==> config.mk <==
export PLATFORM = sky130hd
export DESIGN_NAME = if_stage
export DESIGN_NICKNAME = d
export VERILOG_FILES = /design/src/rtl/if_stage.sv
export SDC_FILE = /design/constraint.sdc
export NUM_CORES = 1
export LEC_CHECK = 0
export CAP_MARGIN = 20
export CORE_UTILIZATION = 40
export CTS_CLUSTER_SIZE = 14
export DETAILED_ROUTE_END_ITERATION = 8
export GPL_TIMING_DRIVEN = 0
export PLACE_DENSITY = 0.68
export RECOVER_POWER = 100
export SYNTH_ARGS = -nofsm -noshare
export SYNTH_HDL_FRONTEND = slang
export SYNTH_SLANG_ARGS = --single-unit
==> constraint.sdc <==
create_clock -name clk -period 16.99 [get_ports clk]
set_input_delay 1.699 -clock clk [delete_from_list [all_inputs] [get_ports clk]]
set_output_delay 1.699 -clock clk [all_outputs]
set_load 0.005 [all_outputs]
==> src/rtl/if_stage.sv <==
// Instruction-fetch stage: holds the PC, issues word fetches over req/ack, and buffers results toward decode.
// Define IF_BYPASS_EN to forward a returning fetch straight to decode when the buffer is empty.
module if_stage #(
  parameter logic [63:0] RESET_PC   = 64'h0000_0000_8000_0000,
  parameter int          FIFO_DEPTH = 2
) (
  input  logic        clk,
  input  logic        rst,
  output logic        mem_req,
  output logic [63:0] mem_addr,
  input  logic        mem_ack,
  input  logic [31:0] mem_rdata,
  input  logic        redirect_valid,
  input  logic [63:0] redirect_pc,
  output logic        inst_valid,
  output logic [31:0] inst,
  output logic [63:0] inst_addr,
  input  logic        id_ready
);

  localparam int PTR_W = (FIFO_DEPTH > 1) ? $clog2(FIFO_DEPTH) : 1;
  localparam int CNT_W = PTR_W + 1;
  localparam logic [CNT_W-1:0] DEPTH_C = CNT_W'(FIFO_DEPTH);

  typedef enum logic [1:0] {IDLE, REQ, FLUSH} state_e;

  state_e            state_q, state_d;
  logic [63:0]       pc_q, pc_d;
  logic [63:0]       addr_q, addr_d;
  logic [PTR_W-1:0]  rd_ptr_q, rd_ptr_d;
  logic [PTR_W-1:0]  wr_ptr_q, wr_ptr_d;
  logic [CNT_W-1:0]  count_q, count_d;
  logic [31:0]       fifo_inst_q [FIFO_DEPTH];
  logic [31:0]       fifo_inst_d [FIFO_DEPTH];
  logic [63:0]       fifo_pc_q   [FIFO_DEPTH];
  logic [63:0]       fifo_pc_d   [FIFO_DEPTH];

  logic [63:0]       redir_pc;
  logic              fifo_empty;
  logic              fetch_done;
  logic              push;
  logic              pop;
  logic [CNT_W-1:0]  count_after;

  // Low address bits of a redirect target are forced to zero so every fetch stays word aligned.
  assign redir_pc   = redirect_pc & ~64'h3;
  assign fifo_empty = (count_q == '0);
  assign fetch_done = (state_q == REQ) && mem_ack && !redirect_valid;
  assign pop        = !fifo_empty && id_ready && !redirect_valid;
  assign mem_req    = (state_q != IDLE);
  assign mem_addr   = addr_q;

`ifdef IF_BYPASS_EN
  logic bypass;
  assign bypass = fetch_done && fifo_empty;
  assign push   = fetch_done && !(bypass && id_ready);
`else
  assign push   = fetch_done;
`endif

  assign count_after = count_q + CNT_W'(push) - CNT_W'(pop);

  always_comb begin
    inst_valid = !fifo_empty;
    inst       = fifo_empty ? 32'h0 : fifo_inst_q[rd_ptr_q];
    inst_addr  = fifo_empty ? 64'h0 : fifo_pc_q[rd_ptr_q];
`ifdef IF_BYPASS_EN
    if (bypass) begin
      inst_valid = 1'b1;
      inst       = mem_rdata;
      inst_addr  = pc_q;
    end
`endif
  end

  always_comb begin
    state_d     = state_q;
    pc_d        = pc_q;
    addr_d      = addr_q;
    rd_ptr_d    = rd_ptr_q;
    wr_ptr_d    = wr_ptr_q;
    count_d     = count_after;
    fifo_inst_d = fifo_inst_q;
    fifo_pc_d   = fifo_pc_q;

    if (push) begin
      fifo_inst_d[wr_ptr_q] = mem_rdata;
      fifo_pc_d[wr_ptr_q]   = pc_q;
      wr_ptr_d              = wr_ptr_q + PTR_W'(1);
    end
    if (pop) begin
      rd_ptr_d = rd_ptr_q + PTR_W'(1);
    end

    case (state_q)
      IDLE: begin
        if (!redirect_valid && (count_q < DEPTH_C)) begin
          state_d = REQ;
          addr_d  = pc_q;
        end
      end
      REQ: begin
        if (redirect_valid) begin
          // An unanswered request cannot be withdrawn, so it is left to drain in FLUSH.
          if (mem_ack) begin
            addr_d = redir_pc;
          end else begin
            state_d = FLUSH;
          end
        end else if (mem_ack) begin
          pc_d = pc_q + 64'd4;
          if (count_after < DEPTH_C) begin
            addr_d = pc_q + 64'd4;
          end else begin
            state_d = IDLE;
          end
        end
      end
      FLUSH: begin
        if (mem_ack) begin
          state_d = REQ;
          addr_d  = redirect_valid ? redir_pc : pc_q;
        end
      end
      default: state_d = IDLE;
    endcase

    if (redirect_valid) begin
      pc_d     = redir_pc;
      rd_ptr_d = '0;
      wr_ptr_d = '0;
      count_d  = '0;
    end
  end

  always_ff @(posedge clk or posedge rst) begin
    if (rst) begin
      state_q  <= IDLE;
      pc_q     <= RESET_PC;
      addr_q   <= '0;
      rd_ptr_q <= '0;
      wr_ptr_q <= '0;
      count_q  <= '0;
      for (int i = 0; i < FIFO_DEPTH; i++) begin
        fifo_inst_q[i] <= '0;
        fifo_pc_q[i]   <= '0;
      end
    end else begin
      state_q     <= state_d;
      pc_q        <= pc_d;
      addr_q      <= addr_d;
      rd_ptr_q    <= rd_ptr_d;
      wr_ptr_q    <= wr_ptr_d;
      count_q     <= count_d;
      fifo_inst_q <= fifo_inst_d;
      fifo_pc_q   <= fifo_pc_d;
    end
  end

endmodule

==> impl_metrics.env, run 1 <==
export IMPL_status="complete, but fails checks"
export IMPL_violations="max-capacitance violations, max-slew violations"
export IMPL_firstDrtPassIters=6
export IMPL_post_route_util=0.512
export IMPL_drv_cap=4
export IMPL_p_comb_frac=0.457
export IMPL_rsz0062_at_grt="no"
export IMPL_r2r_start="count_q[1]"
export IMPL_reg2reg_to="mem_addr[52]"
export IMPL_synth_compound_area_share=0.107
export IMPL_finalHoldViolCount=0
export IMPL_async_flop_share=1.00
export IMPL_crit_buf_inv=4
export IMPL_start_util=0.408
export IMPL_crit_chain="dlygate4sd3_1 -> clkinvlp_2 -> clkbuf_1 -> clkbuf_1"
export IMPL_grt_max_degree=110
export IMPL_synth_xor_area_share=0.0408
export IMPL_insertion_delay_ns=0.57
export IMPL_cts_hold_buffers=0
export IMPL_synth_top_area_frac=0.448
export IMPL_required_ns=16.66
export IMPL_syn_num_nets=1882
export IMPL_synthSimpleGateAreaFrac=0.158
export IMPL_holdCritPathClass="reg -> reg"
export IMPL_grt_usage=0.293
export IMPL_synthToLayoutAreaGrowth_pct=25.7
export IMPL_crit_type="in -> async"
export IMPL_fin_crit_sh=0.613
export IMPL_fin_skew_ns=0.0203
export IMPL_synth_top_cell_by_area="dfrtp_1"
export IMPL_avgRoutedWirePerCell_um=25.3
export IMPL_tns_ns=0
export IMPL_slew_viol_final=231
export IMPL_p_per_area_nw_per_um2=171
export IMPL_cp_endpoint="fifo_inst_q[1]"
export IMPL_synth_most_common_cell="dfrtp_1"
export IMPL_port_buffer_count=259
export IMPL_core_um2=44500
export IMPL_cpMostUsedCell="clkbuf_1"
export IMPL_netlist_top_cells_count="dfrtp_1 (325), mux2_2 (207), nor2_1 (196), mux2i_1 (111), nand2_1 (107)"
export IMPL_cts_tree="yes"
export IMPL_yosysSeqAreaShare=0.450
export IMPL_p_leak_nw=9.30
export IMPL_crit_path_end_kind="async pin"
export IMPL_root_buffer="clkbuf_16"
export IMPL_rrSetupSlack_ns=11.46
export IMPL_cp_startpoint="rst"
export IMPL_cts_sinks=326
export IMPL_ys_warnings_count=0
export IMPL_fin_nets=2189
export IMPL_synth_edf_count=0
export IMPL_vias_per_cell=5.84
export IMPL_cts_setup_buffers=0
export IMPL_overflow=0
export IMPL_cp_slowest_cell="clkbuf_1"
export IMPL_antenna_found_initial=2
export IMPL_syn_cell_area_um2=18100
export IMPL_cp_start_kind="primary input"
export IMPL_ioPinCount=263
export IMPL_cpPeakStageDelay_ns=3.12
export IMPL_pwr_share_clk=0.216
export IMPL_die_x_um=215
export IMPL_slew_limit_headroom=-1.82
export IMPL_critPathArrivalTime_ns=10.08
export IMPL_power_share_sequential=0.326
export IMPL_ir_drop_uv=78.8
export IMPL_synthAdderAreaFrac=0.00552
export IMPL_synthTopCellsByArea="dfrtp_1 (45%), mux2_2 (13%), mux2i_1 (6.1%)"
export IMPL_tightest_slew_ns=4.23
export IMPL_finalPower_mw=3.91
export IMPL_cts_buffers=38
export IMPL_dp_hpwl_mm=48.9
export IMPL_report_final_setup_viol=0
export IMPL_critPathTopFamily="buffers and inverters"
export IMPL_synth_cell_types=82
export IMPL_post_place_cells=2631
export IMPL_place_area_um2=21600
export IMPL_fmax_mhz=96.0
export IMPL_routed_wl_mm=68.3
export IMPL_clk_pin_slew_ns=0.06
export IMPL_grt_pass1_wl_mm=101
export IMPL_via_count=15800
export IMPL_cts_path_max_buffers=3
export IMPL_drtIter0Drc=1940
export IMPL_die_height_um=215
export IMPL_syn_avg_cell_area_um2=10.2
export IMPL_layout_drive_gt1_share=0.159
export IMPL_stdcell_count=2703
export IMPL_htree_levels=2
export IMPL_path_depth=4
export IMPL_swShare=0.401
export IMPL_synth_seq_cells=326
export IMPL_reg2regPathDepth=16
export IMPL_dieArea_um2=46200
export IMPL_synth_top_family_by_area="multiplexers"
export IMPL_synth_flop_cell="dfrtp_1"
export IMPL_rows=77
export IMPL_ant_nets=0
export IMPL_gp_congestion=0.955
export IMPL_synthCells=1773
export IMPL_drc_errors=0
export IMPL_cp_max_fo=82
export IMPL_cts_resized=0
export IMPL_p_sw_mw=1.57
export IMPL_synth_mux_area_frac=0.190
export IMPL_fin_crit_ns=10.41
export IMPL_grt_pass1_vias=15800
export IMPL_p_int_mw=2.34
export IMPL_design_area_um2=22800
[per-stage QoR]
stage          setup WS [ns]  hold slack (ns)
4_1_cts                 9.66            0.484
6_report                6.58            0.473
5_1_grt                 4.76            0.497
2_1_floorplan           6.27            0.450
3_3_place_gp            2.20            0.467
3_5_place_dp            9.09            0.471
[layout make-up]
type	count	area, um2
Antenna cell	1	2.50
Buffer	167	807
Clock buffer	62	1120
Clock inverter	8	140
Fill cell	4088	21700
Inverter	18	68.8
Multi-Input combinational cell	1262	9090
Sequential cell	326	8160
Tap cell	592	741
Timing Repair Buffer	267	2670
[state kept, by name, summed over array words and instances, names as in the netlist]
signal / flops
mem_addr: 64
fifo_inst_q: 64
fifo_pc_q: 128
state_q: 2
pc_q: 64
rd_ptr_q: 1
count_q: 2
wr_ptr_q: 1
[power groups by stage]
stage | logic (mW) | clock network, mW | registers, mW
2_1_floorplan | 1.01 | 0 | 1.23
3_3_place_gp | 1.78 | 0 | 1.28
3_5_place_dp | 1.82 | 0 | 1.29
4_1_cts | 1.83 | 0.853 | 1.28
5_1_grt | 1.91 | 0.883 | 1.31
6_report | 1.79 | 0.846 | 1.28
[cells by family (layout without fill, tap and decap cells)]
| logic type | after synthesis | count (layout) |
|---|---|---|
| other | 0 | 1 |
| adder cells (fa/ha/maj) | 8 | 8 |
| buffers and inverters | 185 | 522 |
| AO/OA/AOI/OAI | 300 | 300 |
| flip-flops | 326 | 326 |
| multiplexers | 318 | 318 |
| AND/OR/NAND/NOR | 553 | 553 |
| XOR/XNOR | 83 | 83 |
[metal layers]
layer | vias to the layer above | global-route usage | part of all wire
li1 | 6929 | - | -
met1 | 7843 | 0.392 | 0.41
met2 | 830 | 0.452 | 0.45
met3 | 176 | 0.0596 | 0.090
met4 | 0 | 0.141 | 0.046
met5 | - | 0 | 0
[cells in the final DEF (no fill, tap or decap), drive strengths merged, types with 7 or more instances in the layout]
cell           netlist  layout
a21boi              22      22
a21oi               59      59
a221oi              21      21
a31oi               15      15
a32oi                8       8
and2                10      10
and3                20      20
and4                14      14
buf                 60      38
clkbuf             107     199
clkdlybuf4s50        0     102
dfrtp              325     325
dlygate4sd3          0     157
ha                   8       8
inv                 17      18
mux2               207     207
mux2i              111     111
nand2              108     108
nand2b              26      26
nand3               39      39
nand4               34      34
nor2               198     198
nor2b               12      12
nor3                34      34
nor4                22      22
o211ai              15      15
o21ai               94      94
o221ai              14      14
o22ai               10      10
or3                 15      15
or4                  7       7
xnor2               52      52
xor2                30      30
[worst register-to-register path: stages, from the launching register on]
cell	delay, ns
dfrtp_1	0.40
nor2_1	0.58
clkbuf_1	0.45
inv_1	0.12
nand2_1	0.15
nor2_1	0.06
ha_1	0.29
inv_1	0.05
ha_1	0.14
xnor3_1	0.25
nor2_1	0.17
or4_1	0.13
clkbuf_1	0.79
clkbuf_1	0.61
clkbuf_1	0.75
a21oi_1	0.16
a31oi_1	0.30
[worst min-delay path by stage]
| stage | start | to | slack, ns | depth (start not counted) |
|---|---|---|---|---|
| after floorplan | fifo_pc_q[10] | fifo_pc_q[10] | 0.45 | 2 |
| after global placement | fifo_pc_q[8] | fifo_pc_q[8] | 0.47 | 2 |
| after detailed placement | fifo_pc_q[53] | fifo_pc_q[53] | 0.47 | 2 |
| after CTS | fifo_pc_q[53] | fifo_pc_q[53] | 0.48 | 2 |
| after global routing | mem_addr[12] | mem_addr[12] | 0.50 | 1 |
| final | mem_addr[1] | mem_addr[1] | 0.47 | 2 |
No activity file was read; power rests on OpenSTA's default activity.
==> run 2, diff against run 1 <==
==> constraint.sdc (replaced) <==
create_clock -name clk -period 10.47 [get_ports clk]
set_input_delay 1.047 -clock clk [delete_from_list [all_inputs] [get_ports clk]]
set_output_delay 1.047 -clock clk [all_outputs]
set_load 0.005 [all_outputs]
==> run 2 against run 1 <==
Compared with the run above: the flow still finishes with violations (max-capacitance violations, max-slew violations); highest routed layer unchanged; die area unchanged; via count increased by 0.51%; non-clock buffer count unchanged; first-iteration DRC count decreased by 6.8%; design area about the same; count of clock-buffer cells in the layout unchanged; sequential share of layout area about the same; cell count unchanged; sequential power increased by 62%.
==> impl_metrics.env, run 2 (synthesized netlist as in run 1, its figures left out) <==
export IMPL_avgRoutedWirePerCell_um=25.3
export IMPL_slew_limit_headroom=-1.65
export IMPL_p_per_area_nw_per_um2=278
export IMPL_cts_buffers=38
export IMPL_fmax_mhz=133
export IMPL_multi_input_area_um2=9070
export IMPL_rrSetupSlack_ns=4.92
export IMPL_cpMostUsedCell="clkbuf_1"
export IMPL_fin_crit_sh=0.719
export IMPL_crit_buf_inv=9
export IMPL_cts_setup_buffers=0
export IMPL_regArea_um2=8160
export IMPL_via_count=15900
export IMPL_antenna_found_initial=2
export IMPL_final_common_cell="dfrtp_1"
export IMPL_holdCritPathClass="reg -> reg"
export IMPL_grt_pass1_wl_mm=101
export IMPL_path_depth=17
export IMPL_start_util=0.408
export IMPL_fin_crit_ns=7.53
export IMPL_cp_endpoint="mem_addr[52]"
export IMPL_cts_sinks=326
export IMPL_finalHoldViolCount=0
export IMPL_clk_pin_slew_ns=0.06
export IMPL_firstDrtPassIters=5
export IMPL_insertion_delay_ns=0.57
export IMPL_slew_viol_final=147
export IMPL_port_buffer_count=259
export IMPL_cp_slowest_cell="clkbuf_1"
export IMPL_fin_nets=2189
export IMPL_gp_congestion=0.955
export IMPL_crit_path_end_kind="register"
export IMPL_fin_skew_ns=0.0248
export IMPL_die_height_um=215
export IMPL_largest_register="fifo_pc_q"
export IMPL_cp_start_kind="primary input"
export IMPL_r2r_start="count_q[1]"
export IMPL_cts_tree="yes"
export IMPL_reg2reg_to="mem_addr[52]"
export IMPL_overflow=0
export IMPL_tightest_slew_ns=3.97
export IMPL_min_delay_path_depth=2
export IMPL_ir_drop_uv=128
export IMPL_rows=77
export IMPL_cts_resized=0
export IMPL_report_final_setup_viol=0
export IMPL_drv_cap=3
export IMPL_status="complete, but fails checks"
export IMPL_grt_pass1_vias=15800
export IMPL_finalPower_mw=6.34
export IMPL_synthToLayoutAreaGrowth_pct=25.7
export IMPL_cp_startpoint="redirect_valid"
export IMPL_dp_hpwl_mm=48.9
export IMPL_core_um2=44500
export IMPL_cts_hold_buffers=0
export IMPL_grt_max_degree=110
export IMPL_vias_per_cell=5.87
export IMPL_violations="max-capacitance violations, max-slew violations"
export IMPL_crit_type="in -> reg"
export IMPL_n_fill_cell=4089
export IMPL_grt_usage=0.293
export IMPL_largest_reg_flops=128
export IMPL_layout_drive_gt1_share=0.158
export IMPL_ioPinCount=263
export IMPL_p_leak_nw=9.31
export IMPL_drc_errors=0
export IMPL_drtIter0Drc=1809
export IMPL_critPathArrivalTime_ns=7.97
export IMPL_cp_max_fo=10
export IMPL_rsz0062_at_grt="no"
export IMPL_crit_chain="dlygate4sd3_1 -> clkbuf_1 -> clkbuf_1 -> clkbuf_1 -> clkbuf_1 -> nor2_1 -> ha_1 -> inv_1 -> ha_1 -> xnor3_1 -> nor2_1 -> or4_1 -> clkbuf_1 -> clkbuf_1 -> clkbuf_1 -> a21oi_1 -> a31oi_1"
export IMPL_ant_nets=0
export IMPL_cpPeakStageDelay_ns=0.79
export IMPL_dieArea_um2=46200
export IMPL_root_buffer="clkbuf_16"
export IMPL_htree_levels=2
export IMPL_cts_path_max_buffers=3
export IMPL_holdWs_ns=0.473
export IMPL_required_ns=10.91
export IMPL_reg2regPathDepth=16
export IMPL_routed_wl_mm=68.4
export IMPL_die_x_um=215
export IMPL_final_cell_mix="dfrtp_1 (325), mux2_2 (206), nor2_1 (197), dlygate4sd3_1 (157), clkbuf_1 (141)"
export IMPL_critPathTopFamily="buffers and inverters"
-- run 2: cell counts in the layout (fill, tap and decap cells not counted) --
Identical to the previous run, type by type.
-- run 2: area by class of cell --
class | instances | share of cell area
Clock buffer | 62 | 0.0492
Tap cell | 592 | 0.0325
Multi-Input combinational cell | 1262 | 0.398
Timing Repair Buffer | 267 | 0.118
Antenna cell | 1 | 0.000110
Inverter | 18 | 0.00302
Buffer | 167 | 0.0354
Sequential cell | 326 | 0.358
Clock inverter | 8 | 0.00615
-- run 2: worst min-delay path by stage --
stage / from / end
final: mem_addr[1] / mem_addr[1]
after CTS: fifo_pc_q[53] / fifo_pc_q[53]
after global placement: fifo_pc_q[8] / fifo_pc_q[8]
after detailed placement: fifo_pc_q[53] / fifo_pc_q[53]
after global routing: mem_addr[12] / mem_addr[12]
after floorplan: fifo_pc_q[10] / fifo_pc_q[10]
-- run 2: power breakdown --
group          internal (mW)  total [mW]  switching, mW
logic                   1.22        2.91           1.69
clock network          0.810        1.37          0.560
registers               1.78        2.07          0.293
-- run 2: tightest hold or removal path, delay by kind of cell (launching register included) --
| family | cells | cell delay, ns |
|---|---|---|
| AO/OA/AOI/OAI | 1 | 0.06 |
| flip-flops | 1 | 0.33 |
| AND/OR/NAND/NOR | 1 | 0.05 |
-- run 2: metal layers --
| metal | up-vias | global-route usage | wire (um) |
|---|---|---|---|
| met4 | 0 | 0.141 | 3290 |
| met5 | - | 0 | 0 |
| met1 | 7796 | 0.392 | 28200 |
| li1 | 6922 | - | - |
| met3 | 187 | 0.0596 | 6310 |
| met2 | 953 | 0.452 | 30600 |
-- run 2: metrics by stage --
stage / setup WS [ns] / area, um2 / TNS [ns] / util / cells
final: 2.94 / 22800 / 0 / 0.512 / 2703
after global routing: 2.74 / 22800 / 0 / 0.512 / 2703
after CTS: 3.79 / 22900 / 0 / 0.514 / 2701
after floorplan: 0.398 / 18100 / 0 / - / 1773
after detailed placement: 3.22 / 21600 / 0 / 0.485 / 2631
after global placement: -3.67 / 21500 / -1181.39 / 0.482 / 2624
==> run 3, diff against run 2 <==
--- a/config.mk
+++ b/config.mk
@@ -10,7 +10,7 @@
 export CTS_CLUSTER_SIZE = 14
 export DETAILED_ROUTE_END_ITERATION = 8
 export GPL_TIMING_DRIVEN = 0
-export PLACE_DENSITY = 0.68
+export PLACE_DENSITY = 0.7
 export RECOVER_POWER = 100
 export SYNTH_ARGS = -nofsm -noshare
 export SYNTH_HDL_FRONTEND = slang
==> constraint.sdc (replaced) <==
create_clock -name clk -period 6.46 [get_ports clk]
set_input_delay 0.646 -clock clk [delete_from_list [all_inputs] [get_ports clk]]
set_output_delay 0.646 -clock clk [all_outputs]
set_load 0.005 [all_outputs]
==> run 3 against run 2 <==
Compared with the run above: the run still ends with max-capacitance violations, max-slew violations left; count of clock-buffer cells in the layout decreased by 11; largest cell class unchanged; cell count increased by 0.22%; worst setup slack got worse by 2.9 ns.
==> impl_metrics.env, run 3 (synthesized netlist as in run 1, its figures left out) <==
export IMPL_holdCritPathClass="in -> async"
export IMPL_drc_errors=0
export IMPL_root_buffer="clkbuf_16"
export IMPL_report_final_setup_viol=0
export IMPL_htree_levels=2
export IMPL_required_ns=6.97
export IMPL_slew_viol_final=328
export IMPL_synthToLayoutAreaGrowth_pct=26.0
export IMPL_final_common_cell="dfrtp_1"
export IMPL_fin_nets=2196
export IMPL_gp_congestion=0.973
export IMPL_fin_skew_ns=0.0180
export IMPL_layout_drive_gt1_share=0.161
export IMPL_largest_register="fifo_pc_q"
export IMPL_cts_path_max_buffers=3
export IMPL_cts_buffers=39
export IMPL_vias_per_cell=5.87
export IMPL_design_area_um2=22900
export IMPL_largest_reg_flops=128
export IMPL_cp_start_kind="primary input"
export IMPL_rsz0062_at_grt="no"
export IMPL_finalPower_mw=10.5
export IMPL_p_per_area_nw_per_um2=458
export IMPL_cts_hold_buffers=0
export IMPL_highest_layer="met4"
export IMPL_clk_pin_slew_ns=0.06
export IMPL_ant_nets=0
export IMPL_dieArea_um2=46200
export IMPL_ioPinCount=263
export IMPL_grt_usage=0.294
export IMPL_firstDrtPassIters=5
export IMPL_final_cell_mix="dfrtp_1 (325), mux2_2 (207), nor2_1 (197), dlygate4sd3_1 (155), clkbuf_1 (136)"
export IMPL_drv_cap=11
export IMPL_via_count=15900
export IMPL_die_height_um=215
export IMPL_overflow=0
export IMPL_die_x_um=215
export IMPL_tightest_slew_ns=2.27
export IMPL_grt_max_degree=43
export IMPL_fin_crit_sh=1.00
export IMPL_dp_hpwl_mm=49.4
export IMPL_drtIter0Drc=1708
export IMPL_crit_path_end_kind="register"
export IMPL_start_util=0.408
export IMPL_core_um2=44500
export IMPL_avgRoutedWirePerCell_um=25.3
export IMPL_cts_tree="yes"
export IMPL_wl_met1_mm=28.6
export IMPL_place_area_um2=21700
export IMPL_p_leak_nw=9.35
export IMPL_antenna_found_initial=0
export IMPL_routed_wl_mm=68.6
export IMPL_tns_ns=0
export IMPL_cp_max_fo=10
export IMPL_status="complete, but fails checks"
export IMPL_grt_pass1_wl_mm=102
export IMPL_port_buffer_count=259
export IMPL_crit_type="in -> reg"
export IMPL_ir_drop_uv=226
export IMPL_wl_met2_mm=30.7
export IMPL_met3_length_mm=6.01
export IMPL_fmax_mhz=155
export IMPL_critPathArrivalTime_ns=6.97
export IMPL_fin_crit_ns=6.46
export IMPL_insertion_delay_ns=0.58
export IMPL_finalHoldViolCount=0
export IMPL_rows=77
export IMPL_slew_limit_headroom=-0.514
export IMPL_cts_sinks=326
export IMPL_violations="max-capacitance violations, max-slew violations"
export IMPL_grt_pass1_vias=15900
==> run 3: per-stage QoR <==
step,std cells,hold WS (ns),setup slack [ns],util
floorplan,1773,0.450,1.46,-
detailed placement,2637,0.469,-0.393,0.488
global route,2708,0.413,0.0683,0.513
global placement,2624,0.466,-0.761,0.483
CTS,2707,0.307,0.196,0.518
finish,2709,0.414,0.00289,0.513
==> run 3: critical path: stages <==
cell and delay, ns:
clkdlybuf4s50_1 0.58, clkbuf_1 0.57, clkbuf_1 0.71, clkbuf_1 0.72
clkbuf_1 0.58, nor2_1 0.11, ha_1 0.29, inv_1 0.04
ha_1 0.18, xnor3_1 0.27, nor2_1 0.09, nor4_2 0.91
clkbuf_1 0.67, o21ai_0 0.18, a21oi_1 0.26, a21o_1 0.11
==> run 3: layout make-up <==
class                   instances  area, um2
clock buffers                  51       1060
fillers                      4085      21700
repair buffers                273       2690
plain buffers                 167        812
well taps                     592        741
diodes                          1       2.50
inverters                      18       68.8
multi-input cells            1262       9010
flip-flops and latches        326       8160
clock inverters                19        310
==> run 3: what timing repair did <==
| item | CTS | global route |
|---|---|---|
| endpoints found under the setup margin | 0 | 7 |
| resized for setup | 0 | 2 |
| setup buffers | 0 | 0 |
==> run 3: final timing paths <==
path                            cells after the start      startpoint         endpoint  slack [ns]
worst max-delay path                               16  redirect_valid     mem_addr[11]       0.003
worst min-delay path                                2             rst  fifo_inst_q[13]        0.41
worst max register to register                     15      count_q[1]     mem_addr[11]        1.56
worst min register to register                      2     mem_addr[9]      mem_addr[9]        0.48
max in group asynchronous                           5             rst         pc_q[48]        0.95
min in group clk                                    2     mem_addr[9]      mem_addr[9]        0.48
==> run 3: power breakdown <==
part | total (mW) | internal [mW] | switching (mW)
Sequential | 3.37 | 2.88 | 0.489
Combinational | 4.74 | 1.97 | 2.76
Clock | 2.38 | 1.45 | 0.927
==> run 3: layer usage <==
layer  track usage  vias up
met1         0.399     7860
li1              -     6944
met4         0.139        0
met3        0.0501      190
met5             0        -
met2         0.458      915
